[config.mk]
export PLATFORM = sky130hd
export DESIGN_NAME = roi_serial_ctrl_flat
export DESIGN_NICKNAME = d
export VERILOG_FILES = /design/src/rtl/roi_serial_ctrl_pkg.sv /design/src/rtl/roi_serial_ctrl_if.sv /design/src/rtl/roi_serial_ctrl.sv /design/src/flat_wrapper.sv
export SDC_FILE = /design/constraint.sdc
export NUM_CORES = 1
export LEC_CHECK = 0
export BUFFER_PORTS_ARGS = -buffer_cell sky130_fd_sc_hd__buf_4
export CAP_MARGIN = 20
export CORE_ASPECT_RATIO = 0.9
export CORE_MARGIN = 5
export CORE_UTILIZATION = 50
export CTS_BUF_LIST = sky130_fd_sc_hd__clkbuf_2
export CTS_CLUSTER_SIZE = 28
export DETAILED_ROUTE_END_ITERATION = 8
export PLACE_DENSITY = 0.77
export SLEW_MARGIN = 20
export SYNTH_ARGS = -nofsm -noshare
export SYNTH_HDL_FRONTEND = slang
export SYNTH_SLANG_ARGS = --single-unit
export TNS_END_PERCENT = 50
[constraint.sdc]
create_clock -name clk -period 3.4 [get_ports clk]
set_clock_uncertainty 0.2 [all_clocks]
set_input_delay 0.17 -clock clk [delete_from_list [all_inputs] [get_ports clk]]
set_output_delay 0.17 -clock clk [all_outputs]
set_load 0.03 [all_outputs]
[src/rtl/roi_serial_ctrl_pkg.sv]
// Shared types and helpers for the serial ROI harness controller.
package roi_serial_pkg;

    typedef enum logic [2:0] {
        StIdle,
        StShift,
        StStrobe,
        StWait,
        StCapture,
        StDone
    } state_e;

    // Width of the single down-counter: enough to hold the largest phase length.
    function automatic int unsigned cnt_width(int unsigned din_n, int unsigned dout_n,
                                              int unsigned do_lat);
        int unsigned m;
        m = din_n;
        if (dout_n > m) m = dout_n;
        if (do_lat > m) m = do_lat;
        return (m < 1) ? 1 : $clog2(m + 1);
    endfunction

endpackage

[src/rtl/roi_serial_ctrl_if.sv]
// Request/response handshake bundle between host and the ROI serial controller.
interface roi_serial_ctrl_if #(
    parameter int unsigned DIN_N  = 256,
    parameter int unsigned DOUT_N = 256
);
    logic              in_valid;
    logic              in_ready;
    logic [DIN_N-1:0]  in_data;
    logic              out_valid;
    logic              out_ready;
    logic [DOUT_N-1:0] out_data;

    modport master (
        output in_valid, in_data, out_ready,
        input  in_ready, out_valid, out_data
    );

    modport slave (
        input  in_valid, in_data, out_ready,
        output in_ready, out_valid, out_data
    );
endinterface

[src/rtl/roi_serial_ctrl.sv]
// Shifts one request word MSB-first onto di, strobes the harness, then shifts the
// harness response back in from do_i and presents it on the response handshake.
module roi_serial_ctrl
    import roi_serial_pkg::*;
#(
    parameter int unsigned DIN_N  = 256,
    parameter int unsigned DOUT_N = 256,
    parameter int unsigned DO_LAT = 0
) (
    input  logic                    clk,
    input  logic                    rst,
    roi_serial_ctrl_if.slave        bus,
    output logic                    di,
    output logic                    stb,
    input  logic                    do_i,
    output logic                    busy
);

    localparam int unsigned CW = cnt_width(DIN_N, DOUT_N, DO_LAT);
    localparam int unsigned WaitLen = (DO_LAT > 0) ? DO_LAT - 1 : 0;
    localparam logic [CW-1:0] ShiftLoad = CW'(DIN_N - 1);
    localparam logic [CW-1:0] WaitLoad  = CW'(WaitLen);
    localparam logic [CW-1:0] CapLoad   = CW'(DOUT_N - 1);

    state_e            state_q, state_d;
    logic [CW-1:0]     cnt_q, cnt_d;
    logic [DIN_N-1:0]  sh_q, sh_d;
    logic [DOUT_N-1:0] cap_q, cap_d;
    logic              di_q, di_d;
    logic              stb_q, stb_d;
    logic              ov_q, ov_d;
    logic              accept;
    logic              cnt_zero;

    assign accept   = (state_q == StIdle) && bus.in_valid;
    assign cnt_zero = (cnt_q == '0);

    // State register.
    always_ff @(posedge clk) begin
        if (rst) state_q <= StIdle;
        else     state_q <= state_d;
    end

    // Next-state logic: every phase ends when the counter reaches zero.
    always_comb begin
        state_d = state_q;
        case (state_q)
            StIdle:    if (accept) state_d = StShift;
            StShift:   if (cnt_zero) state_d = StStrobe;
            StStrobe:  state_d = (DO_LAT == 0) ? StCapture : StWait;
            StWait:    if (cnt_zero) state_d = StCapture;
            StCapture: if (cnt_zero) state_d = StDone;
            StDone:    if (bus.out_ready) state_d = StIdle;
            default:   state_d = StIdle;
        endcase
    end

    // Datapath next values; di/stb are computed one cycle ahead so they leave flops.
    always_comb begin
        cnt_d = cnt_q;
        sh_d  = sh_q;
        cap_d = cap_q;
        di_d  = 1'b0;
        stb_d = 1'b0;
        ov_d  = ov_q;
        case (state_q)
            StIdle: begin
                if (accept) begin
                    di_d  = bus.in_data[DIN_N-1];
                    sh_d  = bus.in_data << 1;
                    cnt_d = ShiftLoad;
                end
            end
            StShift: begin
                if (cnt_zero) begin
                    stb_d = 1'b1;
                end else begin
                    di_d  = sh_q[DIN_N-1];
                    sh_d  = sh_q << 1;
                    cnt_d = cnt_q - 1'b1;
                end
            end
            StStrobe: cnt_d = (DO_LAT == 0) ? CapLoad : WaitLoad;
            StWait:   cnt_d = cnt_zero ? CapLoad : cnt_q - 1'b1;
            StCapture: begin
                cap_d = {cap_q[DOUT_N-2:0], do_i};
                if (cnt_zero) ov_d = 1'b1;
                else          cnt_d = cnt_q - 1'b1;
            end
            StDone:  if (bus.out_ready) ov_d = 1'b0;
            default: ;
        endcase
    end

    // Datapath registers; reset discards any partial operation.
    always_ff @(posedge clk) begin
        if (rst) begin
            cnt_q <= '0;
            sh_q  <= '0;
            cap_q <= '0;
            di_q  <= 1'b0;
            stb_q <= 1'b0;
            ov_q  <= 1'b0;
        end else begin
            cnt_q <= cnt_d;
            sh_q  <= sh_d;
            cap_q <= cap_d;
            di_q  <= di_d;
            stb_q <= stb_d;
            ov_q  <= ov_d;
        end
    end

    assign di            = di_q;
    assign stb           = stb_q;
    assign busy          = (state_q != StIdle);
    assign bus.in_ready  = (state_q == StIdle);
    assign bus.out_valid = ov_q;
    assign bus.out_data  = cap_q;

endmodule

[src/flat_wrapper.sv]
// flat-port wrapper written by rule: the top's interface ports become plain ports
module roi_serial_ctrl_flat import roi_serial_pkg::*;
#(
    parameter int unsigned DIN_N  = 256,
    parameter int unsigned DOUT_N = 256,
    parameter int unsigned DO_LAT = 0
)
  (clk, rst, di, stb, do_i, busy, bus_in_valid, bus_in_data, bus_out_ready, bus_in_ready, bus_out_valid, bus_out_data);
  roi_serial_ctrl_if #(.DIN_N(DIN_N), .DOUT_N(DOUT_N)) bus_i ();
  input  logic clk;
  input  logic rst;
  output logic di;
  output logic stb;
  input  logic do_i;
  output logic busy;
  input wire logic [$bits(bus_i.in_valid)-1:0] bus_in_valid;
  input wire logic [$bits(bus_i.in_data)-1:0] bus_in_data;
  input wire logic [$bits(bus_i.out_ready)-1:0] bus_out_ready;
  output wire logic [$bits(bus_i.in_ready)-1:0] bus_in_ready;
  output wire logic [$bits(bus_i.out_valid)-1:0] bus_out_valid;
  output wire logic [$bits(bus_i.out_data)-1:0] bus_out_data;
  assign bus_i.in_valid = bus_in_valid;
  assign bus_i.in_data = bus_in_data;
  assign bus_i.out_ready = bus_out_ready;
  assign bus_in_ready = bus_i.in_ready;
  assign bus_out_valid = bus_i.out_valid;
  assign bus_out_data = bus_i.out_data;
  roi_serial_ctrl #(.DIN_N(DIN_N), .DOUT_N(DOUT_N), .DO_LAT(DO_LAT)) u_core (.clk(clk), .rst(rst), .bus(bus_i), .di(di), .stb(stb), .do_i(do_i), .busy(busy));
endmodule
==> results of run 1 <==
[logic make-up after synthesis]
logic type / after synthesis / synth area share
DFF: 526 / 0.500
and+or+nand+nor: 1076 / 0.198
AOI/OAI and AO/OA: 789 / 0.245
adders and majority gates: 2 / 0.00119
xor gates and xnor gates: 1 / 0.000416
buffers and inverters: 266 / 0.0548
muxes: 1 / 0.000534
[metrics by stage]
stage	util	instance area (µm²)	instances	hold slack, ns
floorplan	-	21100	2661	0.106
detailed placement	0.602	25100	3501	0.231
global placement	0.602	25100	3501	0.217
[synthesized netlist by cell type, types with 2 or more instances]
master	instances	share of area
a211oi_1	3	0.0011
a21oi_1	515	0.12
a311oi_1	228	0.095
a311oi_2	30	0.021
a31oi_1	3	0.00089
and3_1	5	0.0015
buf_1	4	0.00071
buf_2	77	0.018
buf_4	4	0.0014
buf_6	6	0.0032
clkbuf_1	171	0.030
dfxtp_1	526	0.50
ha_1	2	0.0012
inv_1	4	0.00071
nand2_1	1024	0.18
nand2b_1	3	0.00089
nand3_1	3	0.00071
nor2_1	8	0.0014
nor2b_1	5	0.0015
nor3_1	10	0.0024
nor3b_1	2	0.00071
nor4_1	5	0.0015
o21a_1	2	0.00071
or3_1	2	0.00059
or4_1	2	0.00071
==> flow_summary.yaml, run 1 <==
clock_tree:
  post_cts_buffers: 0
  clockRootBuffer: "clkbuf_2"
  hold_buffers: 748
  clock_sinks: 526
  cts_inserted_buffers: 136
  clock_path_buffers: 3
  cts_htree_levels: 4
  ctsResizeCount: 0
die:
  ios: 522
  num_rows: 71
  start_util: 0.505
  fp.dieH_um: 205
  die_width_um: 226
status:
  failing_step: "clock tree synthesis"
  status: "stopped before the end"
  toolErrorMsg: "[ERROR RSZ-0060] Max buffer count reached."
synthesis:
  syn_avg_cell_area_um2: 7.92
  ys.flop_type: "dfxtp_1"
  seq_area_frac_synth: 0.500
  synth_enable_flop_cells: 0
  synth-async-reset-ratio: 0
  netlist_area_um2: 21100
  synth_fp_nets: 2924
  yosysUniqueCellTypes: 42
  synthCells: 2661
  yosysWarnings: 0
  ys_ff_latch: 526
placement:
  dp_hpwl_um: 43000
  io_buffers: 521
  dp_slack_ns: 0.678
  gp_congestion: 0.838
==> run 2: changes to the inputs <==
CORE_ASPECT_RATIO = not set   (was 0.9)
CORE_UTILIZATION = 35   (was 50)
CTS_BUF_LIST = not set   (was sky130_fd_sc_hd__clkbuf_2)
CTS_CLUSTER_SIZE = not set   (was 28)
PLACE_DENSITY = not set   (was 0.77)
PLACE_DENSITY_LB_ADDON = 0.15   (was not set)
==> flow_summary.yaml, run 2 <==
clock_tree:
  ctsResizeCount: 0
  cts_tree: "done"
  clockRootBuffer: "clkbuf_16"
  cts_htree_levels: 2
  cts.clk_slew.worst_paths_ns: 0.06
  clock_sinks: 526
  post_cts_buffers: 0
  clock_path_buffers: 3
  insertion_delay_ns: 0.61
  cts_inserted_buffers: 58
  hold_buffers: 267
critical_path:
  cp.required_ns: 3.74
  worst-setup-path-type: "flip-flop to flip-flop"
  crit_path_max_fanout: 162
  start_kind: "flip-flop"
  crit_path_end_kind: "flip-flop"
  arrival_ns: 3.39
finish:
  final_cell_mix: "1023 x nand2_1, 533 x buf_4, 526 x dfxtp_1, 515 x a21oi_1, 267 x dlygate4sd3_1"
  largest_reg_flops: 256
  finalNonFillerCells: 4110
  design_area_um2: 30000
  final_common_cell: "nand2_1"
  syn_to_final_growth_pct: 42.2
  drive_above_1_share: 0.204
  finalNetCount: 3541
timing:
  setup_viol: 0
  timing.final.crit_period_ns: 3.06
  hold_violations: 0
  maxSlewViolCount: 0
  fmax_mhz: 327
  fin_crit_sh: 0.899
  worst-slew-pin-transition_ns: 0.972
  slew_headroom: 0.347
  rsz0062_at_grt: "no"
  finalSetupTns_ns: 0
synthesis:
  synth_fp_nets: 2924
  seq_area_frac_synth: 0.500
  yosysUniqueCellTypes: 42
  yosysMostFrequentCell: "nand2_1"
  ys_ff_latch: 526
  ys.flop_type: "dfxtp_1"
  yosysWarnings: 0
  synth_enable_flop_cells: 0
  synth-async-reset-ratio: 0
  synthTopCellsByArea: "dfxtp_1 50%, nand2_1 18%, a21oi_1 12%"
  synth_common_cells: "1024 x nand2_1, 526 x dfxtp_1, 515 x a21oi_1"
  synth_area_leader_cell: "dfxtp_1"
  synthCells: 2661
  syn_avg_cell_area_um2: 7.92
  yosysTopAreaCellShare: 0.500
  netlist_area_um2: 21100
detailed_routing:
  routedWlPerCell_um: 17.4
  drt_iter0_markers: 1728
  wl_um: 71400
  num_vias: 21373
  vias_per_cell: 5.20
  drtPass1Iterations: 7
  ant_nets: 0
  drc: 0
global_routing:
  track_usage: 0.205
  grt_pass1_wl_um: 114000
  grt_pass1_vias: 20678
  grt_max_degree: 163
  antenna_found_initial: 6
  overflow: 0
placement:
  dp_hpwl_um: 44900
  placedCellCount: 3733
  gp_congestion: 0.802
  io_buffers: 521
  dpl-instance-area_um2: 25300
power_and_ir_drop:
  p_leak_nw: 11.7
  powerDensity_nw_per_um2: 555
  peakVddDrop_uv: 388
die:
  core-area_um2: 60000
  num_rows: 90
  ios: 522
  start_util: 0.351
  dieArea_um2: 65200
  fp.dieH_um: 255
  die_width_um: 255
worst_hold_path:
  worst_hold_path_type: "input port to flip-flop"
job:
  cap_violations: 0
status:
  status: "finished clean"
-- run 2: cell counts after synthesis --
No cell type changed its count.
-- run 2: cell families (layout without fill, tap and decap cells) --
group	count (synthesis)	after routing	share of synthesized area
and+or+nand+nor	1076	1076	0.198
AOI/OAI and AO/OA	789	789	0.245
DFF	526	526	0.500
buffers and inverters	266	927	0.0548
adders and majority gates	2	2	0.00119
xor gates and xnor gates	1	1	0.000416
muxes	1	1	0.000534
other	0	6	0
-- run 2: stage by stage --
step	util	total power [W]	setup slack, ns	hold slack (ns)
floorplan	-	0.00927	1.34	0.106
global placement	0.422	0.0100	0.885	0.230
detailed placement	0.422	0.0101	0.824	0.230
CTS	0.499	0.0168	0.328	0.159
global route	0.499	0.0175	0.118	0.192
finish	0.499	0.0166	0.344	0.202
-- run 2: layout make-up --
class                   instances  area (µm²)
flip-flops and latches        526       10500
repair buffers                819        7050
clock inverters                 7         118
multi-input cells            1869        9430
inverters                       4        15.0
clock buffers                  97        1820
fillers                      5635       30100
diodes                          6        15.0
well taps                     782         978
-- run 2: critical path, cell delays in order, from the launching register on --
cell and delay, ns:
dfxtp_1 0.39, inv_1 0.08, ha_1 0.23, nor2b_1 0.18, a41oi_4 0.31, buf_12 0.45
a21oi_1 0.15, a311oi_1 0.25, dlygate4sd3_1 0.57
-- run 2: path summary, 6_finish.rpt --
| path | endpoint | cells past startpoint | from | slack, ns |
|---|---|---|---|---|
| worst max-delay path | u_core.sh_q[252] | 8 | u_core.cnt_q[0] | 0.34 |
| worst min-delay path | u_core.sh_q[52] | 4 | bus_in_data[51] | 0.20 |
| worst max register to register | u_core.sh_q[252] | 8 | u_core.cnt_q[0] | 0.34 |
| worst min register to register | u_core.bus.out_data[255] | 2 | u_core.bus.out_data[255] | 0.26 |
-- run 2: report_power, final --
part	total, W	switching, W	internal (W)
clock	0.00636	0.00252	0.00384
sequential	0.00713	0.000353	0.00677
combinational	0.00315	0.00184	0.00131
-- run 2: metal layers --
metal | up-vias | share of wire | GRT usage
met5 | - | 0 | 0
met2 | 687 | 0.48 | 0.347
met1 | 10124 | 0.44 | 0.272
met4 | 0 | 0.028 | 0.0625
met3 | 131 | 0.054 | 0.0346
li1 | 10431 | - | -
Power figures use the tool's default switching activity.
==> run 3: changes to the inputs <==
BUFFER_PORTS_ARGS = not set   (was -buffer_cell sky130_fd_sc_hd__buf_4)
DONT_BUFFER_PORTS = 1   (was not set)
PLACE_DENSITY = 0.47   (was not set)
PLACE_DENSITY_LB_ADDON = not set   (was 0.15)
==> flow_summary.yaml, run 3 (same netlist as run 2, synthesis figures left out) <==
worst_hold_path:
  min_path_cells: 3
  worst_hold_path_type: "input port to flip-flop"
die:
  dieArea_um2: 65200
  ios: 522
  fp.dieH_um: 255
  num_rows: 90
  core-area_um2: 60000
  start_util: 0.351
  die_width_um: 255
detailed_routing:
  wl_met2_um: 35400
  met1_length_um: 30400
  ant_nets: 0
  wl_um: 72600
  drt_iter0_markers: 1810
  routedWlPerCell_um: 18.6
  routed-wl-met3_um: 4620
  vias_per_cell: 5.35
  topRoutingLayerUsed: "met5"
  num_vias: 20909
  drc: 0
  drtPass1Iterations: 5
critical_path:
  start_kind: "flip-flop"
  path_depth: 8
  cp.required_ns: 3.74
  arrival_ns: 3.47
  worst-setup-path-type: "flip-flop to flip-flop"
  cpPeakStageDelay_ns: 0.60
  cp_num_buf_inv: 3
  crit_path_max_fanout: 126
  crit_chain: "inv_1 > ha_1 > nor2b_1 > a41oi_4 > buf_12 > a21oi_1 > a311oi_1 > dlygate4sd3_1"
  ff2ff_path_depth: 8
  critical-path-top-delay-family: "buffers and inverters"
  crit_path_end_kind: "flip-flop"
  cp_slowest_cell: "dlygate4sd3_1"
timing:
  hold_violations: 0
  worst-slew-pin-transition_ns: 0.981
  setup_viol: 0
  slew_headroom: 0.346
  rsz0062_at_grt: "no"
  maxSlewViolCount: 0
  timing.final.crit_period_ns: 3.13
  fmax_mhz: 320
  finalSetupTns_ns: 0
  fin_crit_sh: 0.920
global_routing:
  grt_pass1_vias: 20047
  track_usage: 0.208
  grt_pass1_wl_um: 114000
  grt_max_degree: 361
  overflow: 0
  antenna_found_initial: 13
power_and_ir_drop:
  peakVddDrop_uv: 397
  powerDensity_nw_per_um2: 594
  p_seq_frac: 0.411
  p_int_w: 0.0125
  pwr-share-comb: 0.204
  sw_frac_of_total: 0.282
  clkPwrFrac: 0.385
  p_leak_nw: 11.1
  finalPower_w: 0.0173
  p_switching_w: 0.00489
placement:
  dpl-instance-area_um2: 21300
  gp_congestion: 0.784
  io_buffers: 0
  dp_hpwl_um: 41100
clock_tree:
  clockRootBuffer: "clkbuf_16"
  clock_sinks: 526
  cts_inserted_buffers: 60
  clock_path_buffers: 3
  insertion_delay_ns: 0.61
  cts_tree: "done"
  cts.clk_slew.worst_paths_ns: 0.06
  cts_htree_levels: 2
finish:
  final_common_cell: "nand2_1"
  finalNetCount: 3333
  design_area_um2: 29200
  largest_reg_flops: 256
  drive_above_1_share: 0.0555
  syn_to_final_growth_pct: 38.7
  final_cell_mix: "1023 x nand2_1, 577 x dlygate4sd3_1, 526 x dfxtp_1, 515 x a21oi_1, 228 x a311oi_1"
  post-route-util: 0.487
status:
  status: "finished clean"
job:
  cap_violations: 0
## run 3: changes by cell type in the layout (fill, tap and decap cells not counted)
| cell | delta |
|---|---|
| buf_12 | -5 |
| buf_16 | +1 |
| buf_4 | -517 |
| buf_6 | +2 |
| buf_8 | -1 |
| bufinv_16 | +2 |
| clkbuf_1 | -9 |
| clkinv_2 | +6 |
| clkinv_4 | +3 |
| clkinvlp_4 | +3 |
| diode_2 | +5 |
| dlygate4sd3_1 | +310 |
## run 3: path summary, 6_finish.rpt
check / start / endpoint / slack [ns]
worst max-delay path: u_core.cnt_q[0] / u_core.sh_q[18] / 0.27
worst max register to register: u_core.cnt_q[0] / u_core.sh_q[18] / 0.27
worst min-delay path: bus_in_data[164] / u_core.sh_q[165] / 0.07
worst min register to register: u_core.sh_q[102] / u_core.sh_q[103] / 0.28
## run 3: power by group through the flow
stage          logic, W  clock network, W  registers [W]
6_report        0.00354           0.00667        0.00714
5_1_grt         0.00390           0.00715        0.00720
4_1_cts         0.00350           0.00686        0.00712
3_5_place_dp    0.00257                 0        0.00725
3_3_place_gp    0.00250                 0        0.00724
2_1_floorplan   0.00212                 0        0.00715
## run 3: worst register-to-register path, delay by kind of cell, from the launching register on
| kind | cells | cell delay, ns |
|---|---|---|
| and+or+nand+nor | 1 | 0.18 |
| AOI/OAI and AO/OA | 3 | 0.96 |
| buffers and inverters | 3 | 1.12 |
| DFF | 1 | 0.38 |
| adders and majority gates | 1 | 0.23 |
## run 3: repair_timing
action,CTS,global route
hold endpoints to repair,526,2
buffers inserted,0,0
setup endpoints to repair,0,8
gates resized for setup,0,2
hold buffers,577,1
## run 3: final cells by class
class	instances	area, µm²
Antenna cell	11	27.5
Clock buffer	88	1790
Clock inverter	21	256
Fill cell	5787	30800
Inverter	4	15.0
Multi-Input combinational cell	1869	9430
Sequential cell	526	10500
Tap cell	782	978
Timing Repair Buffer	609	6210
## run 3: per-layer routing
metal / vias up / global-route usage
li1: 10043 / -
met1: 10072 / 0.265
met2: 650 / 0.353
met3: 140 / 0.0463
met4: 4 / 0.0652
met5: - / 0
## run 3: through the flow
stage | std cells | worst slack [ns] | hold WS (ns)
3_3_place_gp | 3212 | 0.824 | 0.0910
4_1_cts | 3898 | 0.213 | 0.000190
3_5_place_dp | 3212 | 0.757 | 0.0996
6_report | 3910 | 0.271 | 0.0711
5_1_grt | 3908 | 0.111 | 0.0133
2_1_floorplan | 2661 | 1.34 | 0.106
